--- src/rtl/matrix_operand_loader.sv ---
// Collects eight signed elements (A row-major, then B row-major) and hands them to the 2x2 multiplier.
// Latency: last element accepted at edge N -> start high during cycle N+1; operands stay frozen until mul_done.
// Backpressure: in_ready is low in FIRE/WAIT and during reset. Optional WAIT timeout under MATLOAD_TIMEOUT_EN.
module matrix_operand_loader #(
    parameter int ELEM_W      = 4,
    parameter int CNT_W       = 16,
    parameter int TIMEOUT_CYC = 16
) (
    input  logic                     clk,
    input  logic                     rst,
    input  logic                     in_valid,
    input  logic        [ELEM_W-1:0] in_data,
    output logic                     in_ready,
    input  logic                     abort,
    output logic                     start,
    output logic signed [ELEM_W-1:0] a0,
    output logic signed [ELEM_W-1:0] a1,
    output logic signed [ELEM_W-1:0] a2,
    output logic signed [ELEM_W-1:0] a3,
    output logic signed [ELEM_W-1:0] b0,
    output logic signed [ELEM_W-1:0] b1,
    output logic signed [ELEM_W-1:0] b2,
    output logic signed [ELEM_W-1:0] b3,
    input  logic                     mul_done,
    output logic                     busy,
    output logic        [CNT_W-1:0]  frames,
    output logic                     timeout_err
);

    typedef enum logic [1:0] {LOAD, FIRE, WAIT} state_t;

    state_t            state, state_nxt;
    logic [2:0]        idx;
    logic [ELEM_W-1:0] ops [8];
    logic              xfer;
    logic              timeout_hit;

    // abort beats a simultaneous handshake: the element is dropped
    assign in_ready = (state == LOAD) && !rst;
    assign xfer     = in_valid && in_ready && !abort;
    assign busy     = (state != LOAD);

    assign a0 = ops[0];
    assign a1 = ops[1];
    assign a2 = ops[2];
    assign a3 = ops[3];
    assign b0 = ops[4];
    assign b1 = ops[5];
    assign b2 = ops[6];
    assign b3 = ops[7];

`ifdef MATLOAD_TIMEOUT_EN
    localparam int TCW = $clog2(TIMEOUT_CYC + 1);
    localparam logic [TCW-1:0] TLAST = TCW'(TIMEOUT_CYC - 1);

    logic [TCW-1:0] wait_cnt;

    // wait_cnt holds the number of completed WAIT cycles; the edge closing cycle TIMEOUT_CYC times out
    assign timeout_hit = (state == WAIT) && !mul_done && (wait_cnt == TLAST);

    // WAIT cycle counter and sticky timeout flag
    always_ff @(posedge clk or posedge rst) begin
        if (rst) begin
            wait_cnt    <= '0;
            timeout_err <= 1'b0;
        end else begin
            if (state != WAIT) wait_cnt <= '0;
            else               wait_cnt <= wait_cnt + 1'b1;
            if (timeout_hit) timeout_err <= 1'b1;
        end
    end
`else
    assign timeout_hit = 1'b0;
    assign timeout_err = 1'b0;
`endif

    // next-state decode
    always_comb begin
        state_nxt = state;
        case (state)
            LOAD: if (xfer && idx == 3'd7) state_nxt = FIRE;
            FIRE: state_nxt = WAIT;
            WAIT: if (mul_done || timeout_hit) state_nxt = LOAD;
            default: state_nxt = LOAD;
        endcase
    end

    // state, element index, operand store, start pulse and frame counter
    always_ff @(posedge clk or posedge rst) begin
        if (rst) begin
            state  <= LOAD;
            idx    <= 3'd0;
            start  <= 1'b0;
            frames <= '0;
            for (int i = 0; i < 8; i++) ops[i] <= '0;
        end else begin
            state <= state_nxt;
            // start is high exactly while the FSM sits in FIRE
            start <= (state_nxt == FIRE);
            if (state == LOAD) begin
                if (abort) begin
                    idx <= 3'd0;
                end else if (xfer) begin
                    ops[idx] <= in_data;
                    idx      <= idx + 3'd1;  // 7 wraps to 0 for the next frame
                end
            end
            if (state == WAIT && mul_done) frames <= frames + 1'b1;
        end
    end

endmodule

--- config.mk ---
export PLATFORM = sky130hd
export DESIGN_NAME = matrix_operand_loader
export DESIGN_NICKNAME = d
export VERILOG_FILES = /design/src/rtl/matrix_operand_loader.sv
export SDC_FILE = /design/constraint.sdc
export NUM_CORES = 1
export LEC_CHECK = 0
export CORE_ASPECT_RATIO = 1.4
export CORE_UTILIZATION = 48
export DETAILED_ROUTE_END_ITERATION = 16
export GPL_ROUTABILITY_DRIVEN = 0
export GPL_TIMING_DRIVEN = 1
export PLACE_DENSITY_LB_ADDON = 0.08
export SLEW_MARGIN = 10
export SYNTH_ARGS = -nofsm -noshare
export SYNTH_HDL_FRONTEND = slang
export SYNTH_SLANG_ARGS = --single-unit
export TNS_END_PERCENT = 20
--- constraint.sdc ---
create_clock -name clk -period 2.85 [get_ports clk]
set_input_delay 0.285 -clock clk [delete_from_list [all_inputs] [get_ports clk]]
set_output_delay 0.285 -clock clk [all_outputs]
set_load 0.01 [all_outputs]
# After elaboration in Yosys (flattened, before gate mapping)
# Cells that the tools add are included.
[op_classes]
addsub = 2
n_lt_le_gt_ge = 2
n_eq_ne = 4
mux = 8
bitwise = 2
n_reduce_logical = 13
[op_table]
columns = ["op", "count"]
rows = [
  ["bitwise mux 32 bit", 1],
  ["adder 16 x 1 -> 16 bit, second input constant", 1],
  ["demux 4 bit (select 3 bit)", 1],
  ["logical AND 1 bit", 6],
  ["2-to-1 mux 3 bit", 2],
  ["case mux 2 bit (3 select lines)", 1],
  ["equality test 2 x 1 -> 1 bit, second input constant", 2],
  ["greater-or-equal comparator 4 bit, second input constant", 1],
  ["< comparator 4 x 1 -> 1 bit, second input constant", 1],
  ["2-to-1 mux 2 bit", 2],
  ["2-to-1 mux 4 bit", 1],
  ["NOT 3 -> 4 bit", 1],
  ["nonzero test 2 bit", 2],
  ["adder 3 x 1 -> 3 bit, second input constant", 1],
  ["equality test 3 bit, second input constant", 1],
  ["AND reduction 3 bit", 1],
  ["equality test 2 bit, second input constant", 1],
  ["zero test 1 bit", 2],
  ["zero test 2 bit", 1],
  ["AND reduction 2 bit", 1],
  ["NOT 1 bit", 1],
]
[word_totals]
reg_bits = 54
input_bits = 9
output_inout_bits = 52
wordCells = 43

# Depth between registers and ports, before layout
[depth]
ltp_word = 8
ltp_mapped = 5
mapped_depth_nobuf = 5

# Least setup slack after synthesis
# OpenSTA, ideal clock, no wires.
[synth_timing]
kind = "reg-to-reg"
start = "reg state[1]"
end = "reg ops (netlist bit b0[0])"
setup_time_ps = 125
arrival_ps = 1922
required_time_ps = 2725
slack_ps = 803
stages_incl_launch_ff = 6
n_path_buf = 1
period_less_slack_ps = 2047
path_cell_list = "dfrtp_1 -> or2_1 -> buf_6 -> or4_4 -> nor3b_4 -> mux2_2"
[synth_between]
elab_chain_len = 5
[synth_lines]
columns = ["item", "line", "source"]
rows = [
  ["start, declared", "32", "state_t state, state_nxt;"],
  ["start signal, assigned", "97", "state <= state_nxt;"],
  ["zero test 2 bit (*)", "39, 100", ""],
  ["logical AND 1 bit", "39", "assign in_ready = (state == LOAD) && !rst;"],
  ["logical AND 1 bit (2 in a row)", "40", "assign xfer = in_valid && in_ready && !abort;"],
  ["AND reduction 3 bit (no line) (*)", "--", ""],
  ["end signal, assigned by index", "104", "ops[idx] <= in_data;"],
  ["end, declared", "34", "logic [ELEM_W-1:0] ops [8];"],
]
# Mark *: on every way between the ends. The rest lies on a longest branch, timed or not.
# A chain may end at the register's enable or synchronous reset.

# Worst setup path after layout
[layout_timing]
start = "reg state[1]"
end = "reg ops (netlist bit b0[2])"
# Same word-level chain as after synthesis.

==> out/results.txt <==
RSZ-0062 raised after global routing - no
Reg2Reg Launch Point - state[1]$_DFF_PP0_
M2 GR Usage - 34.7%
Seq/Total Area, Yosys - 59.3%
Synth unique cells - 30
FMAX - 0.465 GHz
Busiest grt layer - met2
Top-area cell type share of the netlist area - 59.3%
Syn nets - 181
CTS tree - yes
Vias in the first global route - 1591
YS warnings - 0
Clock slew at reported path FFs - 0.09 ns
Async S/R FF share, synth - 100%
Critical path class - reg -> reg
Die Wd - 60.2 µm
Pwr/cell area - 481 nW/µm²
Hold Slack - 0.304 ns
Worst Hold Class - in -> async
Area Growth Syn to Fin - 32.7%
Status - completed
FF-to-FF End - b0[2]$_DFFE_PP0P_
CP cell instances - or2_1 > or4_4 > nor3b_4 > mux2_2
Starting DRT DRC Count - 42
HPWL after detailed placement - 3370 µm
Max FO, Critical Path - 8
Clock Tree Buf Depth - 2
Type of origin of the critical path - flop
Final Cycle Share - 75.5%
Final wirelength - 4470 µm
Fin util - 66.6%
Flop-to-flop setup slack - 0.70 ns
Ports - 61
GRT overflow - 0
# port buffers - 59
CP peak stage delay - 0.60 ns
Syn Inst Count - 169
H-tree depth - 2
Synth area leaders - dfrtp_1, mux2_2, xnor2_1
Gr usage total - 20.1%
Worst VDD drop - 336 µV
Max cap viols - 0
WL/cell - 15.1 µm
CTS root buf - clkbuf_8
Max-slew violations - 0
R2R depth - 4
Met3 demand-to-capacity share in global routing - 5.74%
CTS buffer count - 5
Num rows - 29
P_leak - 0.00136 µW
Antenna Nets Post-Route - 0
Final Hold Viols - 0
Die area - 5030 µm²
Setup TNS - 0 ns
Mapped cell area - 2280 µm²
List of most frequent post-synthesis cells - dfrtp_1, mux2_2, nand2_1, xnor2_1, nor2_1
CTS hold repair buffers - 0
CP Buf/Inv Count - 0
Setup violators final - 0
Total via count in the routed design - 1513
Detailed Routing Iterations Pass 1 - 4
Final min period - 2.15 ns
Arrival time at the worst endpoint - 2.35 ns
CP endpoint kind - flop
Post_cts resized - 0
Die Y - 83.5 µm
Main flop type after synthesis - dfrtp_1
CP delay by family, top - simple AND/OR/NAND/NOR gates
Initial antenna violation count - 0
Crit-path slowest cell - or4_4
Post-synth EDFFs - 0
Final nets - 245
Met1 Usage GRT - 22.7%
DR DRC count - 0
Core footprint - 4540 µm²
Initial core utilization - 50.2%
Pin count of the biggest net entering global routing - 21
Number of fill cells - 345
First-pass GRT wire length - 7530 µm
Biggest area consumer among synthesized cells - dfrtp_1
Ant. Diodes - 0
Worst path required time - 3.05 ns
Clk sinks - 54
Avg Vias per Cell - 5.11
Clk_lat worst skew - 0.30 ns
Share of cells above drive strength 1 - 21.4%
Post-CTS setup buffers - 0
Seq cells post-synth - 54
Sequential Area - 1350 µm²
Area of the multi-input gates - 885 µm²
Clk_skew - 0.00618 ns
Syn_area_per_cell - 13.5 µm²
Most frequent cell after synthesis - dfrtp_1
Overall power - 1450 µW
[flip-flops by register name, summed over array words and instances (netlist names)]
name	count
a0	4
a1	4
a2	4
a3	4
b0	4
b1	4
b2	4
b3	4
frames	16
idx	3
start	1
state	2
[routing by layer]
layer,part of all wire [%],routed length [µm]
met4,1.5,68
met3,5.5,245
met2,54,2410
met1,39,1750
met5,0,0
[per-stage QoR]
| step | setup slack, ns | cell area (µm²) | cells |
|---|---|---|---|
| floorplan | 0.803 | 2280 | 169 |
| global route | 0.615 | 3020 | 296 |
| CTS | 0.682 | 3020 | 296 |
| detailed placement | 0.525 | 2930 | 288 |
| finish | 0.698 | 3020 | 296 |
| global placement | 0.577 | 2930 | 288 |
[cells by family (layout without fill, tap and decap cells)]
group           count (synthesis)  in the layout  synth area share (%)
xor+xnor                       15             15                  5.77
buf+inv                         7             72                  1.81
simple gates                   52             52                  13.5
mux                            33             33                  16.3
flops                          54             54                  59.3
fa+ha+maj                       3              3                  1.65
other cells                     1              1                 0.165
compound gates                  4              4                  1.43
[final cells by class]
class                      count  area share, %
inverter                       3          0.373
timing repair buffer          61           20.0
clock inverter                 1          0.166
clock buffer                   7           2.86
sequential                    54           44.7
multi-input combinational    108           29.3
tap                           62           2.57
[report_power, final]
part / switching, µW / internal (µW) / total [µW]
Clock: 238 / 197 / 435
Sequential: 23.1 / 806 / 829
Combinational: 78.1 / 111 / 190
Total: 339 / 1110 / 1450
[cells in the final DEF, fill, tap and decap left out, types with 3 or more instances in the layout]
| cell | count |
|---|---|
| dfrtp_1 | 54 |
| ha_1 | 3 |
| mux2_2 | 33 |
| clkdlybuf4s50_1 | 59 |
| nand3b_1 | 3 |
| clkbuf_8 | 6 |
| nand4_1 | 5 |
| xnor2_1 | 14 |
| nor2_1 | 10 |
| nand3_1 | 6 |
| nand2_1 | 14 |
[worst max-delay path by stage]
| stage | from | end | cells after the start | slack, ns |
|---|---|---|---|---|
| 2_1_floorplan | state[1]$_DFF_PP0_ | b0[0]$_DFFE_PP0P_ | 5 | 0.80 |
| 3_5_place_dp | rst | b0[2]$_DFFE_PP0P_ | 5 | 0.53 |
| 6_report | state[1]$_DFF_PP0_ | b0[2]$_DFFE_PP0P_ | 4 | 0.70 |
| 3_3_place_gp | rst | b0[3]$_DFFE_PP0P_ | 5 | 0.58 |
| 4_1_cts | state[1]$_DFF_PP0_ | b0[2]$_DFFE_PP0P_ | 4 | 0.68 |
| 5_1_grt | state[0]$_DFF_PP0_ | b0[0]$_DFFE_PP0P_ | 4 | 0.61 |
Power figures use the tool's default switching activity.
